### config.mk
export PLATFORM = sky130hd
export DESIGN_NAME = _uart_tx
export DESIGN_NICKNAME = d
export VERILOG_FILES = /design/src/rtl/_uart_pkg.sv /design/src/rtl/_baud_tick.sv /design/src/rtl/_uart_tx.sv
export SDC_FILE = /design/constraint.sdc
export NUM_CORES = 1
export LEC_CHECK = 0
export CAP_MARGIN = 0
export CORE_MARGIN = 1.5
export CORE_UTILIZATION = 42
export DETAILED_ROUTE_END_ITERATION = 8
export PLACE_DENSITY = 0.72
export SLEW_MARGIN = 20
export SYNTH_ARGS = -nofsm -noshare
export SYNTH_HDL_FRONTEND = slang
export SYNTH_HIERARCHICAL = 1
export SYNTH_SLANG_ARGS = --single-unit
### constraint.sdc
create_clock -name _clock -period 6.2 [get_ports _clock]
set_input_delay 1.24 -clock _clock [delete_from_list [all_inputs] [get_ports _clock]]
set_output_delay 1.24 -clock _clock [all_outputs]
set_load 0.005 [all_outputs]
### src/rtl/_uart_pkg.sv
// Shared UART definitions: frame FSM states, line constants and parity helper.
// Reused by the transmitter and the future receiver.
package _uart_pkg;

  typedef enum logic [2:0] {
    IDLE   = 3'd0,
    START  = 3'd1,
    DATA   = 3'd2,
    PARITY = 3'd3,
    STOP   = 3'd4
  } uart_state_t;

  localparam int   UART_DATA_BITS  = 8;
  localparam logic UART_IDLE_LEVEL = 1'b1;

  function automatic logic parity_acc(input logic acc, input logic data_bit);
    return acc ^ data_bit;
  endfunction

endpackage

### src/rtl/_baud_tick.sv
// Bit-period counter: counts 0..CLKS_PER_BIT-1, wraps, and flags the terminal
// count plus the cycle just before it (used to register the done pulse).
module _baud_tick #(
  parameter int CLKS_PER_BIT = 16
) (
  input  logic _clock,
  input  logic _reset,
  input  logic _clear,
  output logic _tick,
  output logic _pre_tick
);

  localparam int CW = (CLKS_PER_BIT > 1) ? $clog2(CLKS_PER_BIT) : 1;
  localparam logic [CW-1:0] LAST     = CW'(CLKS_PER_BIT - 1);
  localparam logic [CW-1:0] PRE_LAST = CW'(CLKS_PER_BIT - 2);

  logic [CW-1:0] count_r;

  // baud counter with synchronous clear and wrap at terminal count
  always_ff @(posedge _clock or negedge _reset) begin
    if (!_reset) begin
      count_r <= '0;
    end else if (_clear || (count_r == LAST)) begin
      count_r <= '0;
    end else begin
      count_r <= count_r + CW'(1);
    end
  end

  assign _tick     = (count_r == LAST);
  assign _pre_tick = (count_r == PRE_LAST);

endmodule

### src/rtl/_uart_tx.sv
// UART transmitter: start bit, 8 data bits LSB first, optional even parity, one stop bit.
// Line, busy and done are registered from the next-state values so they align with the FSM.
module _uart_tx
  import _uart_pkg::*;
#(
  parameter int CLKS_PER_BIT = 16,
  parameter bit PARITY_EN    = 1'b0
) (
  input  logic       _clock,
  input  logic       _reset,
  input  logic       _enable,
  input  logic       _valid,
  input  logic [7:0] _letter,
  output logic       _ready,
  output logic       _tx,
  output logic       _busy,
  output logic       _done
);

  localparam logic [2:0] LAST_BIT = 3'(UART_DATA_BITS - 1);

  uart_state_t               state_r, next_state_s;
  logic [UART_DATA_BITS-1:0] shift_r, shift_s;
  logic [2:0]                bit_cnt_r, bit_cnt_s;
  logic                      parity_r, parity_s;
  logic                      tick_s, pre_tick_s, clear_s;
  logic                      ready_s, transfer_s;
  logic                      tx_r, busy_r, done_r;
  logic                      tx_s, busy_s, done_s;

  // Ready is gated by reset so it reads 0 while the async reset is held.
  assign ready_s    = _reset & _enable & ((state_r == IDLE) | ((state_r == STOP) & tick_s));
  assign transfer_s = _valid & ready_s;
  assign clear_s    = (state_r == IDLE) | transfer_s;

  _baud_tick #(.CLKS_PER_BIT(CLKS_PER_BIT)) u_baud (
    ._clock    (_clock),
    ._reset    (_reset),
    ._clear    (clear_s),
    ._tick     (tick_s),
    ._pre_tick (pre_tick_s)
  );

  // state register
  always_ff @(posedge _clock or negedge _reset) begin
    if (!_reset) begin
      state_r <= IDLE;
    end else begin
      state_r <= next_state_s;
    end
  end

  // next-state and datapath next values
  always_comb begin
    next_state_s = state_r;
    shift_s      = shift_r;
    bit_cnt_s    = bit_cnt_r;
    parity_s     = parity_r;
    case (state_r)
      IDLE: begin
        if (transfer_s) begin
          next_state_s = START;
          shift_s      = _letter;
          bit_cnt_s    = 3'd0;
          parity_s     = 1'b0;
        end else begin
          next_state_s = IDLE;
        end
      end
      START: begin
        if (tick_s) begin
          next_state_s = DATA;
        end else begin
          next_state_s = START;
        end
      end
      DATA: begin
        if (tick_s) begin
          parity_s  = parity_acc(parity_r, shift_r[0]);
          shift_s   = {1'b0, shift_r[UART_DATA_BITS-1:1]};
          bit_cnt_s = bit_cnt_r + 3'd1;
          if (bit_cnt_r != LAST_BIT) begin
            next_state_s = DATA;
          end else if (PARITY_EN) begin
            next_state_s = PARITY;
          end else begin
            next_state_s = STOP;
          end
        end else begin
          next_state_s = DATA;
        end
      end
      PARITY: begin
        if (tick_s) begin
          next_state_s = STOP;
        end else begin
          next_state_s = PARITY;
        end
      end
      STOP: begin
        if (tick_s && transfer_s) begin
          next_state_s = START;
          shift_s      = _letter;
          bit_cnt_s    = 3'd0;
          parity_s     = 1'b0;
        end else if (tick_s) begin
          next_state_s = IDLE;
        end else begin
          next_state_s = STOP;
        end
      end
      default: begin
        next_state_s = IDLE;
      end
    endcase
  end

  // output values for the upcoming cycle
  always_comb begin
    tx_s = UART_IDLE_LEVEL;
    case (next_state_s)
      START:     tx_s = 1'b0;
      DATA:      tx_s = shift_s[0];
      PARITY:    tx_s = parity_s;
      STOP:      tx_s = UART_IDLE_LEVEL;
      IDLE:      tx_s = UART_IDLE_LEVEL;
      default:   tx_s = UART_IDLE_LEVEL;
    endcase
    busy_s = (next_state_s != IDLE);
    done_s = (state_r == STOP) && pre_tick_s;
  end

  // datapath registers
  always_ff @(posedge _clock or negedge _reset) begin
    if (!_reset) begin
      shift_r   <= '0;
      bit_cnt_r <= 3'd0;
      parity_r  <= 1'b0;
    end else begin
      shift_r   <= shift_s;
      bit_cnt_r <= bit_cnt_s;
      parity_r  <= parity_s;
    end
  end

  // registered outputs
  always_ff @(posedge _clock or negedge _reset) begin
    if (!_reset) begin
      tx_r   <= UART_IDLE_LEVEL;
      busy_r <= 1'b0;
      done_r <= 1'b0;
    end else begin
      tx_r   <= tx_s;
      busy_r <= busy_s;
      done_r <= done_s;
    end
  end

  assign _ready = ready_s;
  assign _tx    = tx_r;
  assign _busy  = busy_r;
  assign _done  = done_r;

endmodule

==> results.yml, run 1 <==
finish:
  fin_util: 0.512
  nets: 129
  drive_gt1_frac: 0.170
  area_growth_syn_to_layout_pct: 15.2
  n_fill_cell: 234
  antenna_cells: 0
timing:
  period_share: 0.662
  slew_headroom: 0.640
  worstMarginPinSlew_ns: 0.539
  hold_viol: 0
  post-route-min-period_ns: 4.11
  setup_violations: 0
  rsz0062_at_grt: "false"
  timing.hold.ws_ns: 0.511
  fin_skew_ns: 0.0202
  finalMaxSlewViolations: 0
  finalSetupTns_ns: 0
  max_freq_ghz: 0.244
route:
  post-route-drc-count: 0
  drtIter0Drc: 24
  viasPerCell: 5.47
  antenna_left: 0
  wl_met1_um: 921
  wl_per_cell_um: 13.8
  dr.pass1.iters: 5
  top_layer_used: "met4"
  wl_met2_um: 944
  vias: 777
  wl_met3_um: 86
  drt_wl_total_um: 1960
logic_synthesis:
  async_flop_share: 1.00
  synth_common_cells: "dfrtp_1 (21), inv_1 (8), a222oi_1 (6), nor2_1 (6)"
  yosys.area.top_type: "dfrtp_1"
  synthCells: 97
  synth_top_flop_cell: "dfrtp_1"
  synth-seq-area-share: 0.497
  yosysTopAreaCellShare: 0.474
  synth.distinct_cells: 42
  synth-edff-count: 0
  syn_area_um2: 1110
  yosysMostFrequentCell: "dfrtp_1"
  ys_warn_count: 6
  avgSynthCellArea_um2: 11.4
  ys_top_cells_by_area: "dfrtp_1 (47%), a222oi_1 (5.4%), ha_1 (4.5%), buf_6 (4.1%), inv_1 (2.7%)"
  synth-seq-cells: 22
  synth_nets: 113
global_route:
  grt_pass1_vias: 792
  antenna_found_initial: 0
  grt_overflow: 0
  grt_util_all_layers: 0.160
  grt_max_degree: 24
  grt_pass1_wl_um: 3330
die:
  core_area_um2: 2500
  start_util: 0.444
  pin_count: 16
  std_cell_rows: 18
  die_h_um: 54.4
  die_x_um: 54.4
  die_area_um2: 2960
worst_setup_path:
  required_ns: 4.96
  worstSetupEndpointType: "output pin"
  rr_worst_depth: 7
  cp-start-kind: "input port"
  crit_fanout: 23
  path_class: "input port to output pin"
  critPathArrivalTime_ns: 2.87
cts:
  cts.clk_slew.worst_paths_ns: 0.11
  clk_latency_ns: 0.31
  htree_levels: 1
  clock_sinks: 22
  ctsResizeCount: 0
  cts_tree: "yes"
  cts_buffer_depth: 2
  post_cts_buffers: 0
  holdBufCountCts: 0
  cts_root_buf: "clkbuf_4"
  numCtsBuffers: 3
min_path:
  hold-path-cell-count: 2
  hold_path_class: "flip-flop to flip-flop"
placement:
  io_buffers: 15
  globalplace.congestion: 0.760
  dp_hpwl_um: 1360
flow_run:
  drv_cap: 0
power:
  power.leakage_nw: 0.586
  ir_drop_mv: 0.201
  p_per_area_nw_per_um2: 324
  total_power_w: 0.000415
outcome:
  status: "complete, no violations"
==> report_power, final <==
part / internal [W] / switching [W] / leakage (nW)
Sequential: 0.000189 / 0.0000387 / 0.280
Clock: 0.0000251 / 0.0000432 / 0.0150
Combinational: 0.0000664 / 0.0000520 / 0.291
==> cells by family after synthesis <==
family,after synthesis,synth area share
flip-flops,22,0.497
AO/OA/AOI/OAI,26,0.200
adder cells (fa/ha/maj),4,0.0451
AND/OR/NAND/NOR,29,0.162
buffers and inverters,14,0.0778
multiplexers,1,0.0101
XOR/XNOR,1,0.00789
==> through the flow <==
| step | cell area, µm² | instances | setup slack (ns) |
|---|---|---|---|
| 2_1_floorplan | 1110 | 97 | 3.37 |
| 3_3_place_gp | 1250 | 138 | 2.11 |
| 3_5_place_dp | 1250 | 138 | 2.07 |
| 4_1_cts | 1280 | 142 | 2.07 |
| 5_1_grt | 1280 | 142 | 1.99 |
| 6_report | 1280 | 142 | 2.09 |
==> cells in the final DEF (no fill, tap or decap), types with 2 or more instances in the layout <==
cell type,instances
dfrtp_1,21
clkdlybuf4s50_1,15
inv_1,8
nor2_1,6
a222oi_1,6
nand2_1,4
ha_1,4
nand2b_1,3
and3_2,3
a22o_1,3
clkbuf_4,3
a21oi_1,2
a31oi_1,2
o21ai_0,2
==> worst paths after layout <==
kind,to,slack [ns],from
worst max-delay path,_ready,2.09,_reset
worst min-delay path,shift_r[4],0.51,shift_r[5]
worst max register to register,_tx,3.86,u_baud/count_r[0]
worst min register to register,shift_r[4],0.51,shift_r[5]
max in group asynchronous,_tx,4.65,_reset
min in group asynchronous,state_r[1],1.25,_reset
==> sequential cells by signal, summed over array words and instances (netlist names) <==
name            count
_tx                 1
state_r             3
parity_r            1
bit_cnt_r           3
_done               1
_busy               1
shift_r             8
u_baud/count_r      4
==> worst max-delay path: stages <==
cell and delay (ns):
clkdlybuf4s50_1 0.45, buf_4 0.28, and2_0 0.21, and3_2 0.18, clkdlybuf4s50_1 0.49
==> routing by layer <==
metal | GRT usage | vias up
met3 | 0.0546 | 2
met1 | 0.187 | 371
met4 | 0.0583 | 0
met5 | 0 | -
li1 | - | 387
met2 | 0.271 | 17
==> final cells by class <==
cell class | instances | area (µm²) | share of cell area
well taps | 30 | 37.5 | 0.0294
flip-flops and latches | 22 | 552 | 0.432
multi-input cells | 61 | 472 | 0.369
clock buffers | 4 | 26.3 | 0.0205
repair buffers | 16 | 158 | 0.123
inverters | 9 | 33.8 | 0.0264
Note: power is estimated with default switching activity, not from simulation.
==> inputs of run 2 (changes only) <==
Clock period 6.2 ns to 4 ns, I/O delays scaled along.
==> run 2 against run 1 <==
Against the previous run:
- first-iteration DRC count up 13%
- routed wire length down 0.82%
- final area up 0.78%
- worst setup slack worse by 1.1 ns
- critical path type unchanged
- largest cell class unchanged
- largest power group unchanged
- highest routed layer is now met3
==> results.yml, run 2 (synthesis gave the netlist of run 1 again) <==
outcome:
  status: "complete, no violations"
worst_setup_path:
  critical_path.max_stage_delay_ns: 0.51
  critPathArrivalTime_ns: 2.16
  required_ns: 3.20
  crit_fanout: 3
  cp-start-kind: "input port"
  worstSetupEndpointType: "output pin"
  path_cells: "clkdlybuf4s50_1, and2_0, and3_2, clkdlybuf4s50_1"
  crit_path_top_delay_cell: "clkdlybuf4s50_1"
  path_delay_family: "buffers and inverters"
  rrSetupSlack_ns: 1.71
  crit_buf_inv: 2
  path_class: "input port to output pin"
  r2r_end: "_tx"
  critPathMostFrequentCell: "clkdlybuf4s50_1"
  r2r_start: "u_baud/count_r[0]"
  rr_worst_depth: 7
route:
  drt_wl_total_um: 1950
  post-route-drc-count: 0
  drtIter0Drc: 27
  viasPerCell: 5.61
  antenna_left: 0
  dr.pass1.iters: 6
  vias: 796
  wl_per_cell_um: 13.7
cts:
  holdBufCountCts: 0
  clk_latency_ns: 0.31
  cts_buffer_depth: 2
  ctsResizeCount: 0
  post_cts_buffers: 0
  cts_root_buf: "clkbuf_4"
  numCtsBuffers: 3
  clock_sinks: 22
  cts_tree: "yes"
  htree_levels: 1
  cts.clk_slew.worst_paths_ns: 0.11
power:
  ir_drop_mv: 0.373
  p_per_area_nw_per_um2: 510
  power.leakage_nw: 0.592
min_path:
  hold-path-cell-count: 2
  holdCritStartpoint: "shift_r[3]"
  hold_path_class: "flip-flop to flip-flop"
  hold_end: "shift_r[2]"
placement:
  dp_hpwl_um: 1400
  globalplace.congestion: 0.706
  io_buffers: 15
timing:
  post-route-min-period_ns: 2.96
  period_share: 0.740
  fin_skew_ns: 0.0114
  finalMaxSlewViolations: 0
  slew_headroom: 0.648
  rsz0062_at_grt: "false"
  worstMarginPinSlew_ns: 0.528
  setup_violations: 0
  max_freq_ghz: 0.338
  hold_viol: 0
  finalSetupTns_ns: 0
die:
  die_x_um: 54.4
  die_h_um: 54.4
  start_util: 0.444
  pin_count: 16
  die_area_um2: 2960
  core_area_um2: 2500
  std_cell_rows: 18
finish:
  antenna_cells: 0
  largest_reg_flops: 8
  nets: 129
  largest_registers: "shift_r x8, u_baud/count_r x4"
  drive_gt1_frac: 0.179
  seq_area_um2: 552
  n_fill_cell: 235
  fin_util: 0.516
  largest-register: "shift_r"
  multi_input_comb_area_um2: 472
  area_growth_syn_to_layout_pct: 16.1
  final_common_cell: "dfrtp_1"
  mostFrequentLayoutCells: "dfrtp_1 (21), clkdlybuf4s50_1 (15), inv_1 (8), nor2_1 (6), a222oi_1 (6)"
flow_run:
  drv_cap: 0
global_route:
  grt_overflow: 0
  grt_util_all_layers: 0.158
  grt_max_degree: 23
  grt_pass1_wl_um: 3370
  antenna_found_initial: 0
  grt_pass1_vias: 766
==> run 2: cell count changes in the layout (fill, tap and decap cells not counted) <==
cell,previous run,this run
clkbuf_1,1,0
clkbuf_8,0,1
==> run 2: worst max-delay path by stage <==
stage,start,endpoint,slack (ns),depth (start not counted)
after floorplan,u_baud/count_r[0],_ready,1.87,5
after global placement,_reset,_ready,1.06,4
after detailed placement,_reset,_ready,1.04,4
after CTS,u_baud/count_r[0],_ready,1.02,5
after global routing,u_baud/count_r[0],_ready,0.90,5
final,_reset,_ready,1.04,4
==> run 2: per-layer routing <==
layer / track usage / part of all wire / up-vias / routed length (µm)
li1: - / - / 385 / -
met4: 0.0250 / 0 / 0 / 0
met1: 0.207 / 0.47 / 385 / 910
met3: 0.0492 / 0.055 / 0 / 107
met2: 0.261 / 0.48 / 26 / 929
met5: 0 / 0 / - / 0
==> run 2: layout make-up <==
| type | count | area share |
|---|---|---|
| multi-input combinational | 61 | 0.366 |
| inverter | 9 | 0.0262 |
| tap | 30 | 0.0291 |
| clock buffer | 4 | 0.0282 |
| timing repair buffer | 16 | 0.122 |
| sequential | 22 | 0.428 |
==> run 2: where the power goes <==
part / internal, W / switching (W)
clock network: 0.0000556 / 0.0000655
logic: 0.000103 / 0.0000782
registers: 0.000293 / 0.0000612
==> run 2: tightest hold or removal path: stages (launching register included) <==
cell,delay [ns]
dfrtp_1,0.37
a222oi_1,0.07
inv_1,0.05
==> run 2: through the flow <==
step	hold WS [ns]	setup slack (ns)	total power (W)	std cells	area, µm²
2_1_floorplan	0.460	1.87	0.000479	97	1110
3_3_place_gp	0.475	1.06	0.000532	138	1250
3_5_place_dp	0.486	1.04	0.000544	138	1250
4_1_cts	0.514	1.02	0.000666	142	1290
5_1_grt	0.542	0.897	0.000706	142	1290
6_report	0.508	1.04	0.000657	142	1290
==> inputs of run 3 (changes only) <==
Settings changed: PLACE_DENSITY 0.72 to 0.75.
Clock period 4 ns to 2.4 ns, I/O delays scaled along.
==> run 3 against run 2 <==
Against the previous run:
- core utilization grew 3.0 points
- routed wire length grew 5.3%
- clock power grew 140%
- worst setup slack lost 0.72 ns
- largest cell class unchanged
- die area is the same
- critical path depth grew 1
- via count grew 3.9%
- clock-buffer cell count shrank 1
- final cell count grew 4.2%
- sequential share of layout area shrank 2.3 points
- combinational power grew 97%
==> results.yml, run 3 (synthesis gave the netlist of run 1 again) <==
power:
  total_power_w: 0.00122
  ir_drop_mv: 0.623
  power.leakage_nw: 0.647
  p_per_area_nw_per_um2: 898
global_route:
  grt_max_degree: 23
  grt_util_all_layers: 0.167
  grt_overflow: 0
  antenna_found_initial: 0
  grt_pass1_wl_um: 3460
  grt_pass1_vias: 800
worst_setup_path:
  r2r_start: "u_baud/count_r[1]"
  crit_fanout: 4
  r2r_end: "shift_r[0]"
  crit_cells: 5
  required_ns: 1.92
  critPathArrivalTime_ns: 1.60
  rrSetupSlack_ns: 0.36
  critPathLaunch: "u_baud/count_r[1]"
  path_cells: "ha_2, and3_2, nand2b_4, and3_2, dlymetal6s2s_1"
  rr_worst_depth: 9
  critPathMostFrequentCell: "and3_2"
  path_delay_family: "simple AND/OR/NAND/NOR gates"
  crit_end: "_ready"
  path_class: "flip-flop to output pin"
  critical_path.max_stage_delay_ns: 0.41
  cp-start-kind: "flip-flop"
  worstSetupEndpointType: "output pin"
  crit_path_top_delay_cell: "dfrtp_1"
  crit_buf_inv: 1
outcome:
  status: "complete, no violations"
cts:
  cts_root_buf: "clkbuf_4"
  cts_tree: "yes"
  htree_levels: 1
  clock_sinks: 22
  cts_buffer_depth: 2
  clk_latency_ns: 0.31
  numCtsBuffers: 3
  cts.clk_slew.worst_paths_ns: 0.13
  holdBufCountCts: 0
placement:
  io_buffers: 15
  globalplace.congestion: 0.800
  placedCellCount: 141
  dp_slack_ns: 0.0765
  dp_hpwl_um: 1460
  placed_cell_area_um2: 1270
finish:
  antenna_cells: 0
  seq_area_um2: 552
  largest_reg_flops: 8
  nets: 135
  largest-register: "shift_r"
  multi_input_comb_area_um2: 482
  final_common_cell: "dfrtp_1"
  stdcell_area_um2: 1360
  area_growth_syn_to_layout_pct: 22.8
  n_fill_cell: 216
  final_cells: 148
  largest_registers: "shift_r x8, u_baud/count_r x4"
  mostFrequentLayoutCells: "dfrtp_1 (21), clkdlybuf4s50_1 (14), inv_1 (8), buf_4 (7)"
  drive_gt1_frac: 0.237
timing:
  rsz0062_at_grt: "false"
  worstMarginPinSlew_ns: 0.282
  fin_skew_ns: 0.00708
  hold_viol: 0
  setup_ws_ns: 0.322
  max_freq_ghz: 0.481
  finalMaxSlewViolations: 0
  finalSetupTns_ns: 0
  setup_violations: 0
  slew_headroom: 0.810
  period_share: 0.866
  post-route-min-period_ns: 2.08
route:
  antenna_left: 0
  dr.pass1.iters: 5
  viasPerCell: 5.59
  post-route-drc-count: 0
  drt_wl_total_um: 2050
  wl_per_cell_um: 13.8
  vias: 827
  drtIter0Drc: 22
die:
  die_area_um2: 2960
  die_x_um: 54.4
  pin_count: 16
  die_h_um: 54.4
  core_area_um2: 2500
  std_cell_rows: 18
  start_util: 0.444
flow_run:
  drv_cap: 0
min_path:
  hold_path_class: "flip-flop to flip-flop"
[run 3: cell count changes in the layout (fill, tap and decap cells not counted), sizes merged]
| cell | change |
|---|---|
| clkbuf | -1 |
| clkdlybuf4s50 | -1 |
| dlymetal6s2s | +1 |
| buf | +6 |
| bufinv | +1 |
[run 3: per-layer routing]
layer,track usage,vias to the layer above,wire length [µm]
met2,0.275,17,984
met5,0,-,0
met3,0.0301,2,83
li1,-,400,-
met4,0.0875,0,14
met1,0.209,408,965
[run 3: worst min-delay path by stage]
stage                           from          to  slack [ns]  cells after the start
after global placement    shift_r[2]  shift_r[1]        0.47                      2
after floorplan               _reset       _busy        0.18                      0
after global routing      shift_r[2]  shift_r[1]        0.54                      2
after CTS                 shift_r[2]  shift_r[1]        0.52                      2
after detailed placement  shift_r[2]  shift_r[1]        0.48                      2
final                     shift_r[5]  shift_r[4]        0.52                      2
[run 3: report_power, final]
group | leakage (nW) | internal, W | switching (W)
clock | 0.0279 | 0.000169 | 0.000116
sequential | 0.280 | 0.000489 | 0.0000933
combinational | 0.339 | 0.000201 | 0.000155
total | 0.647 | 0.000859 | 0.000364
[run 3: cell type report]
class                   count  area share
well taps                  30      0.0275
clock buffers               3      0.0165
flip-flops and latches     22       0.405
repair buffers             22       0.151
inverters                   9      0.0248
clock inverters             1      0.0220
multi-input cells          61       0.354
[run 3: timing repair]
action                                  4_1_cts  5_1_grt
endpoints found under the setup margin        1        1
resized for setup                             2        1
pin swaps                                     1        0
cloned                                        0        0
buffers inserted                              3        0
[run 3: per-stage QoR]
stage	util	hold WS, ns
2_1_floorplan	-	0.184
3_3_place_gp	0.510	0.473
3_5_place_dp	0.510	0.485
4_1_cts	0.544	0.520
5_1_grt	0.545	0.539
6_report	0.545	0.516
[run 3: worst reg2reg max path: cells and delay by family, from the launching register on]
family | cells | cell delay [ns]
buf+inv | 2 | 0.37
simple gates | 3 | 0.35
flops | 1 | 0.38
fa+ha+maj | 1 | 0.19
compound gates | 3 | 0.65
